## src/rtl/dmem_arb_pkg.sv

```systemverilog
// Shared types and helpers for the data-memory arbiter: FSM states, port ids
// and a width helper for small counters.
package dmem_arb_pkg;

   typedef enum logic [0:0] {
      IDLE    = 1'b0,
      WAIT_RD = 1'b1
   } arb_state_t;

   localparam logic PORT_CPU = 1'b0;
   localparam logic PORT_DBG = 1'b1;

   // Bits needed to hold 0..maxVal, never less than one.
   function automatic int unsigned cntWidth(input int unsigned maxVal);
      return (maxVal < 2) ? 32'd1 : 32'($clog2(maxVal + 1));
   endfunction

endpackage

```

## src/rtl/dmem_arbiter_if.sv

```systemverilog
// Bus bundle between the two requesters, the arbiter and Memoria64.
// The master side is the environment (requesters plus memory), the slave side is the arbiter.
interface dmem_arbiter_if #(
   parameter int unsigned AW = 64,
   parameter int unsigned DW = 64
);
   logic          cpu_req;
   logic          cpu_we;
   logic [AW-1:0] cpu_addr;
   logic [DW-1:0] cpu_wdata;
   logic          cpu_gnt;
   logic          cpu_rvalid;

   logic          dbg_req;
   logic          dbg_we;
   logic [AW-1:0] dbg_addr;
   logic [DW-1:0] dbg_wdata;
   logic          dbg_gnt;
   logic          dbg_rvalid;

   logic [DW-1:0] rdata;
   logic          busy;

   logic [AW-1:0] mem_addr;
   logic [DW-1:0] mem_wdata;
   logic          mem_wr;
   logic [DW-1:0] mem_rdata;

   modport master (
      output cpu_req, cpu_we, cpu_addr, cpu_wdata,
      output dbg_req, dbg_we, dbg_addr, dbg_wdata,
      output mem_rdata,
      input  cpu_gnt, cpu_rvalid, dbg_gnt, dbg_rvalid,
      input  rdata, busy, mem_addr, mem_wdata, mem_wr
   );

   modport slave (
      input  cpu_req, cpu_we, cpu_addr, cpu_wdata,
      input  dbg_req, dbg_we, dbg_addr, dbg_wdata,
      input  mem_rdata,
      output cpu_gnt, cpu_rvalid, dbg_gnt, dbg_rvalid,
      output rdata, busy, mem_addr, mem_wdata, mem_wr
   );

endinterface

```

## src/rtl/arb_sat_counter.sv

```systemverilog
// Saturating up-counter with synchronous clear; clear has priority over increment.
module arb_sat_counter #(
   parameter int unsigned MAX = 8,
   parameter int unsigned W   = 4
) (
   input  logic         clk,
   input  logic         reset,
   input  logic         clr,
   input  logic         inc,
   output logic [W-1:0] cnt
);

   always_ff @(posedge clk or negedge reset) begin
      if (!reset) begin
         cnt <= '0;
      end else if (clr) begin
         cnt <= '0;
      end else if (inc && (cnt != W'(MAX))) begin
         cnt <= cnt + W'(1);
      end
   end

endmodule

```

## src/rtl/dmem_arbiter.sv

```systemverilog
// Two-port arbiter for the single, non-pipelined data-memory port: CPU has priority,
// the debug/loader port wins once it has been denied MAX_WAIT consecutive cycles.
module dmem_arbiter
   import dmem_arb_pkg::*;
#(
   parameter int unsigned RD_LAT   = 1,
   parameter int unsigned MAX_WAIT = 8,
   parameter int unsigned AW       = 64,
   parameter int unsigned DW       = 64
) (
   input  logic           clk,
   input  logic           reset,
   dmem_arbiter_if.slave  bus
);

   localparam int unsigned LW = cntWidth(RD_LAT - 1);
   localparam int unsigned SW = cntWidth(MAX_WAIT);

   arb_state_t    state;
   arb_state_t    stateNext;
   logic [LW-1:0] latCnt;
   logic [AW-1:0] latAddr;
   logic          owner;
   logic [SW-1:0] starveCnt;

   logic          dbgWins;
   logic          cpuWins;
   logic          grantWe;
   logic [AW-1:0] grantAddr;
   logic          rdStart;
   logic          dbgGnt;

   // Winner selection, only meaningful while IDLE.
   assign dbgWins   = bus.dbg_req && (!bus.cpu_req || (starveCnt == SW'(MAX_WAIT)));
   assign cpuWins   = bus.cpu_req && !dbgWins;
   assign grantWe   = dbgWins ? bus.dbg_we   : bus.cpu_we;
   assign grantAddr = dbgWins ? bus.dbg_addr : bus.cpu_addr;
   assign rdStart   = (state == IDLE) && (cpuWins || dbgWins) && !grantWe;
   assign dbgGnt    = (state == IDLE) && dbgWins;

   // State register.
   always_ff @(posedge clk or negedge reset) begin
      if (!reset) begin
         state <= IDLE;
      end else begin
         state <= stateNext;
      end
   end

   // Next-state logic: writes complete in the grant cycle, reads wait out the latency.
   always_comb begin
      stateNext = state;
      case (state)
         IDLE: begin
            if (rdStart) begin
               stateNext = WAIT_RD;
            end
         end
         WAIT_RD: begin
            if (latCnt == '0) begin
               stateNext = IDLE;
            end
         end
         default: stateNext = IDLE;
      endcase
   end

   // Outstanding-read context: owner, address held on the memory port, latency countdown.
   always_ff @(posedge clk or negedge reset) begin
      if (!reset) begin
         latAddr <= '0;
         owner   <= PORT_CPU;
         latCnt  <= '0;
      end else if (rdStart) begin
         latAddr <= grantAddr;
         owner   <= dbgWins ? PORT_DBG : PORT_CPU;
         latCnt  <= LW'(RD_LAT - 1);
      end else if ((state == WAIT_RD) && (latCnt != '0)) begin
         latCnt  <= latCnt - LW'(1);
      end
   end

   // Output decode; everything is forced low while reset is asserted.
   always_comb begin
      bus.cpu_gnt    = 1'b0;
      bus.dbg_gnt    = 1'b0;
      bus.cpu_rvalid = 1'b0;
      bus.dbg_rvalid = 1'b0;
      bus.rdata      = DW'(0);
      bus.busy       = 1'b0;
      bus.mem_addr   = '0;
      bus.mem_wdata  = DW'(0);
      bus.mem_wr     = 1'b0;
      if (reset) begin
         case (state)
            IDLE: begin
               bus.cpu_gnt   = cpuWins;
               bus.dbg_gnt   = dbgWins;
               bus.mem_addr  = grantAddr;
               bus.mem_wdata = dbgWins ? bus.dbg_wdata : bus.cpu_wdata;
               bus.mem_wr    = (cpuWins || dbgWins) && grantWe;
            end
            WAIT_RD: begin
               bus.busy     = 1'b1;
               bus.mem_addr = latAddr;
               if (latCnt == '0) begin
                  bus.cpu_rvalid = (owner == PORT_CPU);
                  bus.dbg_rvalid = (owner == PORT_DBG);
                  bus.rdata      = bus.mem_rdata;
               end
            end
            default: ;
         endcase
      end
   end

   // Starvation guard: counts consecutive denied debug cycles.
   arb_sat_counter #(
      .MAX (MAX_WAIT),
      .W   (SW)
   ) uStarve (
      .clk   (clk),
      .reset (reset),
      .clr   (!bus.dbg_req || dbgGnt),
      .inc   (bus.dbg_req && !dbgGnt),
      .cnt   (starveCnt)
   );

endmodule

```

## src/flat_wrapper.sv

```systemverilog
// flat-port wrapper written by rule: the top's interface ports become plain ports
module dmem_arbiter_flat import dmem_arb_pkg::*;
#(
   parameter int unsigned RD_LAT   = 1,
   parameter int unsigned MAX_WAIT = 8,
   parameter int unsigned AW       = 64,
   parameter int unsigned DW       = 64
)
  (clk, reset, bus_cpu_req, bus_cpu_we, bus_cpu_addr, bus_cpu_wdata, bus_dbg_req, bus_dbg_we, bus_dbg_addr, bus_dbg_wdata, bus_mem_rdata, bus_cpu_gnt, bus_cpu_rvalid, bus_dbg_gnt, bus_dbg_rvalid, bus_rdata, bus_busy, bus_mem_addr, bus_mem_wdata, bus_mem_wr);
  dmem_arbiter_if #(.AW(AW), .DW(DW)) bus_i ();
  input  logic clk;
  input  logic reset;
  input wire logic [$bits(bus_i.cpu_req)-1:0] bus_cpu_req;
  input wire logic [$bits(bus_i.cpu_we)-1:0] bus_cpu_we;
  input wire logic [$bits(bus_i.cpu_addr)-1:0] bus_cpu_addr;
  input wire logic [$bits(bus_i.cpu_wdata)-1:0] bus_cpu_wdata;
  input wire logic [$bits(bus_i.dbg_req)-1:0] bus_dbg_req;
  input wire logic [$bits(bus_i.dbg_we)-1:0] bus_dbg_we;
  input wire logic [$bits(bus_i.dbg_addr)-1:0] bus_dbg_addr;
  input wire logic [$bits(bus_i.dbg_wdata)-1:0] bus_dbg_wdata;
  input wire logic [$bits(bus_i.mem_rdata)-1:0] bus_mem_rdata;
  output wire logic [$bits(bus_i.cpu_gnt)-1:0] bus_cpu_gnt;
  output wire logic [$bits(bus_i.cpu_rvalid)-1:0] bus_cpu_rvalid;
  output wire logic [$bits(bus_i.dbg_gnt)-1:0] bus_dbg_gnt;
  output wire logic [$bits(bus_i.dbg_rvalid)-1:0] bus_dbg_rvalid;
  output wire logic [$bits(bus_i.rdata)-1:0] bus_rdata;
  output wire logic [$bits(bus_i.busy)-1:0] bus_busy;
  output wire logic [$bits(bus_i.mem_addr)-1:0] bus_mem_addr;
  output wire logic [$bits(bus_i.mem_wdata)-1:0] bus_mem_wdata;
  output wire logic [$bits(bus_i.mem_wr)-1:0] bus_mem_wr;
  assign bus_i.cpu_req = bus_cpu_req;
  assign bus_i.cpu_we = bus_cpu_we;
  assign bus_i.cpu_addr = bus_cpu_addr;
  assign bus_i.cpu_wdata = bus_cpu_wdata;
  assign bus_i.dbg_req = bus_dbg_req;
  assign bus_i.dbg_we = bus_dbg_we;
  assign bus_i.dbg_addr = bus_dbg_addr;
  assign bus_i.dbg_wdata = bus_dbg_wdata;
  assign bus_i.mem_rdata = bus_mem_rdata;
  assign bus_cpu_gnt = bus_i.cpu_gnt;
  assign bus_cpu_rvalid = bus_i.cpu_rvalid;
  assign bus_dbg_gnt = bus_i.dbg_gnt;
  assign bus_dbg_rvalid = bus_i.dbg_rvalid;
  assign bus_rdata = bus_i.rdata;
  assign bus_busy = bus_i.busy;
  assign bus_mem_addr = bus_i.mem_addr;
  assign bus_mem_wdata = bus_i.mem_wdata;
  assign bus_mem_wr = bus_i.mem_wr;
  dmem_arbiter #(.RD_LAT(RD_LAT), .MAX_WAIT(MAX_WAIT), .AW(AW), .DW(DW)) u_core (.clk(clk), .reset(reset), .bus(bus_i));
endmodule
```

## config.mk

```make
export PLATFORM = sky130hd
export DESIGN_NAME = dmem_arbiter_flat
export DESIGN_NICKNAME = d
export VERILOG_FILES = /design/src/rtl/dmem_arb_pkg.sv /design/src/rtl/dmem_arbiter_if.sv /design/src/rtl/arb_sat_counter.sv /design/src/rtl/dmem_arbiter.sv /design/src/flat_wrapper.sv
export SDC_FILE = /design/constraint.sdc
export NUM_CORES = 1
export LEC_CHECK = 0
export BUFFER_PORTS_ARGS = -buffer_cell sky130_fd_sc_hd__buf_2
export CORE_AREA = 2 2 201 203
export DETAILED_ROUTE_END_ITERATION = 8
export DIE_AREA = 0 0 203 205
export GPL_ROUTABILITY_DRIVEN = 0
export PLACE_DENSITY_LB_ADDON = 0.3
export SLEW_MARGIN = 20
export SYNTH_ARGS = -nofsm -noshare
export SYNTH_HDL_FRONTEND = slang
export SYNTH_SLANG_ARGS = --single-unit
```

## constraint.sdc

```tcl
create_clock -name clk -period 2.35 [get_ports clk]
set_input_delay 0 -clock clk [delete_from_list [all_inputs] [get_ports clk]]
set_output_delay 0 -clock clk [all_outputs]
set_load 0.03 [all_outputs]
```

==> results of run 1 <==
[worst reg2reg max path, delay by kind of cell, from the launching register on]
family	cells	cell delay [ns]
AOI/OAI and AO/OA	1	0.19
buffers and inverters	2	0.37
DFF	1	0.42
and+or+nand+nor	2	0.97
adders and majority gates	1	0.18
[timing repair]
action / CTS / global route
pin swaps: 1 / 5
cloned: 6 / 2
setup endpoints to repair: 107 / 170
buffers inserted: 5 / 2
hold buffers: 7 / 0
hold endpoints to repair: 77 / 0
resized for setup: 15 / 20
[power groups by stage]
stage	clock, mW	sequential (mW)	combinational, mW
after CTS	1.56	2.07	5.45
after floorplan	0	1.99	3.57
after global routing	1.60	2.14	5.84
after detailed placement	0	2.08	5.41
after global placement	0	2.06	5.38
final	1.49	2.09	5.45
[worst paths after layout]
kind,from,end,cells after the start
worst max-delay path,u_core.uStarve.cnt[0],bus_mem_addr[43],8
worst min-delay path,bus_cpu_addr[32],u_core.latAddr[32],3
worst max register to register,u_core.uStarve.cnt[0],u_core.latAddr[41],6
worst min register to register,u_core.latAddr[29],u_core.latAddr[29],1
max in group asynchronous,reset,u_core.latAddr[15],3
min in group asynchronous,reset,u_core.latAddr[44],2
[metrics by stage]
stage / area, um^2 / setup WS, ns / power [mW]
5_1_grt: 10970 / -0.007709 / 9.576
3_5_place_dp: 10250 / 0.06584 / 7.494
2_1_floorplan: 7156 / 0.2240 / 5.558
6_report: 10970 / 0.1013 / 9.024
4_1_cts: 10920 / 0.0004186 / 9.079
3_3_place_gp: 10250 / 0.08199 / 7.440
[flip-flops by register name (all words and copies together), names as in the netlist]
| signal | cells |
|---|---|
| u_core.owner | 1 |
| u_core.uStarve.cnt | 4 |
| u_core.latAddr | 64 |
| u_core.latCnt | 1 |
| u_core.state | 1 |
[layer usage]
| metal | GRT usage [%] | up-vias | share of wire (%) |
|---|---|---|---|
| met2 | 33.54 | 581 | 49 |
| met4 | 7.377 | 6 | 3.4 |
| met5 | 0 | - | 0.071 |
| met1 | 24.19 | 4975 | 39 |
| met3 | 5.393 | 61 | 8.9 |
| li1 | - | 4774 | - |
[cells in the final DEF, fill, tap and decap left out, drive strengths merged, types with 2 or more instances in the layout]
cell,count
inv,6
diode,3
clkinvlp,3
and4b,2
buf,560
a31oi,64
dlygate4sd3,7
nor3b,6
nand2b,2
nand2,4
nand3,130
dfrtp,71
clkbuf,13
nor3,65
o21ai,256
ha,2
a21oi,69
nor2b,3
or3,64
and2,65
bufbuf,2
o311a,64
nor2,2
[area by class of cell]
| cell class | count | area [um^2] | share of cell area, % |
|---|---|---|---|
| Multi-Input combinational cell | 809 | 4766 | 43.43 |
| Timing Repair Buffer | 573 | 3438 | 31.33 |
| Sequential cell | 71 | 1780 | 16.23 |
| Tap cell | 525 | 656.9 | 5.986 |
| Clock buffer | 9 | 225.2 | 2.052 |
| Clock inverter | 7 | 78.83 | 0.7184 |
| Inverter | 4 | 20.02 | 0.1824 |
| Antenna cell | 3 | 7.507 | 0.06842 |
[cell usage after synthesis, drive strengths merged]
cell and n:
o21ai 256, nand3 130, clkbuf 118, dfrtp 71
a21oi 69, and2 65, nor3 65, a31oi 64
o311a 64, or3 64, buf 31, nor3b 6
inv 4, nand2 4, nor2b 3, ha 2
nand2b 2, nor2 2, a211oi 1, a21o 1
a2bb2oi 1, and4b 1, mux2i 1, nand3b 1
nand4b 1, nor4b 1, o31a 1, or3b 1
xnor2 1, xor2 1
[cell families after synthesis]
logic type      count (synthesis)  synth area share (%)
flops                          71                 24.83
fa+ha+maj                       2                0.3497
xor+xnor                        2                0.2448
buf+inv                       153                 9.652
mux                             1                0.1399
simple gates                  346                 27.05
compound gates                457                 37.73
==> out/qor.txt, run 1 <==
Peak Freq = 444.7 MHz
Cell variety after synth = 35
clock-pin slew on the worst setup and hold paths = 0.07 ns
sequential element share of the synthesized area = 24.83%
largest area contributor in the netlist = dfrtp_1
final setup violation count = 0
fin. max-slew vios = 0
latest clock arrival within the worst-skew pair = 0.34 ns
number of buffers added on ports = 523
share of cells above drive strength 1 = 40.60%
fill count = 4,352
WL/cell = 22.45 um
Starting DRT DRC Count = 729
Detail Route Antenna Nets = 0
maxcap violations = 0
Worst EP required = 2.35 ns
post-route insts no fill = 2,001
htree depth = 3
main area contributors after synthesis = dfrtp_1 25%, o21ai_0 18%, nand3_1 9.1%, o311a_1 9.0%, clkbuf_1 6.2%
total core area = 0.03937 mm^2
Clock Skews = 0.006421 ns
Post-Synthesis Cells = 1,032
Post-Syn Area = 0.007156 mm^2
Remaining DRCs = 0
Flop pwr share = 23.1%
crit-path max FO = 32
Routed Wire Length = 44.93 mm
Worst-Margin Slew = 0.8611 ns
vias in the first global route = 9,706
CP Launch Type = register
reg-to-reg slack, setup = 0.16 ns
Critical Path AT = 2.25 ns
Switch Pwr = 4.557 mW
Net Sw Frac = 50.49%
Worst Path Buf+Inv = 4
die area = 0.04162 mm^2
combinational share of power = 60.3%
Mapped Avg Cell Area = 6.934 um^2
Hold WS = 0.01277 ns
pwr dens = 822.4 mW/mm^2
Yosys reg bits = 71
root buf cell = clkbuf_16
Die H = 205 um
Final Core Density = 27.87%
TritonCTS clock tree = done
Total GRT Usage = 19.89%
Hold Fails Final Rpt = 0
CTS Buf Count = 9
io pins = 524
YS warnings = 0
Detailed Routing Iterations Pass 1 = 5
largest net degree at the start of global routing = 113
die extent in x = 203 um
VDD IR max = 0.0003201 V
CP delay by family, top = buffers and inverters
post-route minimum period = 2.249 ns
Slowest-stage cell, CP = dfrtp_1
placed insts = 1,962
Clk network pwr share = 16.5%
critical path's largest stage delay = 0.42 ns
Setup TNS Final = 0 ns
syn nets = 1,360
Clock Path Buffers = 2
status = complete, no violations
final net count = 1,796
routed vias = 10,400
final cycle utilization of the critical path = 95.69%
Worst Setup Path Type = register to output pin
total clock sinks = 71
Max-slew headroom = 42.46%
GR Overflow Total = 0
initial antenna violation count = 6
Pint = 4.468 mW
P&R area growth vs syn = 53.35%
Pleak = 5.034 nW
critical-path cell list = inv_2, ha_4, nand4b_1, buf_12, buf_16, nand3_1, a31oi_1, buf_4
initial core utilization = 18.18%
Synth top area share = 24.83%
Post-DP HPWL = 31.06 mm
Worst Hold Class = input pin to register
first-pass GRT wire length = 63.08 mm
vias per cell = 5.196
CP endpoint kind = output pin
row cnt = 73
No activity file was read; power rests on OpenSTA's default activity.
==> run 2: changes to the inputs <==
CORE_AREA = 2 2 204 206   (was 2 2 201 203)
CTS_BUF_LIST = sky130_fd_sc_hd__clkbuf_8   (was not set)
DIE_AREA = 0 0 206 208   (was 0 0 203 205)
==> out/qor.txt, run 2 (same netlist as run 1, synthesis figures left out) <==
commonest non-fill, non-tap cells in the layout = 486 x buf_2, 254 x o21ai_0, 130 x nand3_1
initial antenna violation count = 4 (-2)
Max-slew headroom = 62.29% (+20 points)
htree depth = 3 (unchanged)
clock-pin slew on the worst setup and hold paths = 0.09 ns (+0.02 ns)
Largest regs = u_core.latAddr (64), u_core.uStarve.cnt (4)
pwr dens = 734.9 mW/mm^2 (-11%)
Worst Hold Class = input pin to register
hold_sp = bus_dbg_addr[10]
io pins = 524 (unchanged)
Pleak = 5.604 nW (+11%)
critical-path cell list = inv_2, ha_4, and4b_4, buf_12, bufbuf_16, o21ai_0, a21oi_1, buf_4
share of cells above drive strength 1 = 38.18% (-2.4 points)
commonest non-fill, non-tap cell in the layout = buf_2
GR peak layer = met2
status = complete, no violations
Worst EP required = 2.35 ns (about the same)
Starting DRT DRC Count = 1,041 (+43%)
total core area = 0.04055 mm^2 (+3.0%)
total clock sinks = 71 (unchanged)
Peak Freq = 437.9 MHz (-1.5%)
initial core utilization = 17.64% (-0.53 points)
critical path's largest stage delay = 0.41 ns (about the same)
Remaining DRCs = 0 (unchanged)
Worst Reg-to-Reg Cells = 8 (+2)
Post-DP HPWL = 29.22 mm (-5.9%)
Hold Fails Final Rpt = 0 (unchanged)
Worst Setup Path Type = register to output pin
row cnt = 74 (+1.4%)
crit-path max FO = 10 (-69%)
final cycle utilization of the critical path = 97.18% (+1.5 points)
root buf cell = clkbuf_8
Hold Crit Depth = 4 (+1)
Detailed Routing Iterations Pass 1 = 5 (unchanged)
Clock Path Buffers = 2 (unchanged)
TritonCTS clock tree = done
VDD IR max = 0.0004208 V (+31%)
Die H = 208 um (+1.5%)
grt met2 use = 31.76% (-1.8 points)
Largest Register = u_core.latAddr
Routed Wire Length = 44.46 mm (-1.0%)
final setup violation count = 0 (unchanged)
Place WS = 0.2378 ns (+0.1720 ns)
reg-to-reg slack, setup = 0.24 ns (+0.08 ns)
routed vias = 11,000 (+5.8%)
Setup TNS Final = 0 ns (unchanged)
post-route minimum period = 2.284 ns (+0.03508 ns)
latest clock arrival within the worst-skew pair = 0.38 ns (+0.04 ns)
maxcap violations = 0 (unchanged)
die extent in x = 206 um (+1.5%)
grt met3 use = 4.590% (-0.80 points)
Detail Route Antenna Nets = 0 (unchanged)
RSZ-0062 raised after global routing = yes
Worst-Margin Slew = 0.5657 ns (-0.2954 ns)
number of buffers added on ports = 523 (unchanged)
largest net degree at the start of global routing = 103 (-8.8%)
vias per cell = 5.123 (-1.4%)
reg2reg end = u_core.latAddr[42]
first-pass GRT wire length = 62.34 mm (-1.2%)
met1 Use GR = 23.61% (-0.59 points)
die area = 0.04285 mm^2 (+3.0%)
Total GRT Usage = 18.90% (-0.99 points)
WL/cell = 20.71 um (-7.8%)
fin. max-slew vios = 0 (unchanged)
CP Launch Type = register
final net count = 1,934 (+7.7%)
Worst Hold Path EP = u_core.latAddr[10]
CP endpoint kind = output pin
CTS Buf Count = 9 (unchanged)
launch point of the worst reg-to-reg path = u_core.uStarve.cnt[0]
post-route setup slack = 0.06619 ns (-0.03508 ns)
GR Overflow Total = 0 (unchanged)
P&R area growth vs syn = 72.08%
Critical Path AT = 2.28 ns (+0.03 ns)
vias in the first global route = 10,140 (+4.5%)
Clock Skews = 0.01305 ns (+0.006634 ns)
max reg flops = 64 (unchanged)
Slowest-stage cell, CP = dfrtp_1
## run 2: layer usage
layer,vias to the layer above,wire length (um)
met4,2,1029
met3,47,3841
met1,5304,18100
li1,5049,-
met2,598,21480
met5,-,13
## run 2: power breakdown
group          internal (mW)  switching, mW
Combinational           2.06           3.70
Clock                  0.633          0.564
Sequential              1.78          0.316
## run 2: through the flow
stage / power [mW] / cells / instance area (um^2) / hold WS, ns / util [%]
final: 9.049 / 2147 / 12310 / 0.04393 / 30.36
after CTS: 8.875 / 2135 / 12130 / 0.003552 / 29.91
after global routing: 9.577 / 2146 / 12310 / 0.03326 / 30.36
after detailed placement: 7.369 / 1980 / 10280 / 0.1332 / 25.35
after global placement: 7.335 / 1980 / 10280 / 0.1272 / 25.35
after floorplan: 5.558 / 1032 / 7156 / -0.2956 / -
## run 2: cell type report
| class | instances | area (um^2) |
|---|---|---|
| flip-flops and latches | 71 | 1780 |
| inverters | 4 | 17.52 |
| clock buffers | 10 | 137.6 |
| multi-input cells | 810 | 4763 |
| clock inverters | 6 | 93.84 |
| repair buffers | 710 | 4845 |
| fillers | 4393 | 28240 |
| well taps | 532 | 665.6 |
| diodes | 4 | 10.01 |
## run 2: worst max path at each step
stage / startpoint / to / cells after the start
after detailed placement: u_core.uStarve.cnt[0] / u_core.latAddr[14] / 7
final: u_core.uStarve.cnt[0] / bus_mem_wdata[62] / 8
after floorplan: u_core.uStarve.cnt[0] / bus_cpu_gnt / 8
after global routing: u_core.uStarve.cnt[0] / bus_mem_wdata[38] / 8
after CTS: u_core.uStarve.cnt[1] / bus_mem_addr[62] / 9
after global placement: u_core.uStarve.cnt[0] / u_core.latAddr[40] / 7
## run 2: repair_timing
item,4_1_cts,5_1_grt
endpoints found under the setup margin,98,92
pin swaps,2,11
setup buffers,6,4
gates cloned,6,4
endpoints found under the hold margin,139,0
hold buffers,127,0
resized for setup,30,47
## run 2: critical path: cells and delay by family (launching register included)
family,cells,cell delay (ns)
AND/OR/NAND/NOR,1,0.31
buffers and inverters,4,0.72
AO/OA/AOI/OAI,2,0.33
adder cells (fa/ha/maj),1,0.14
flip-flops,1,0.41
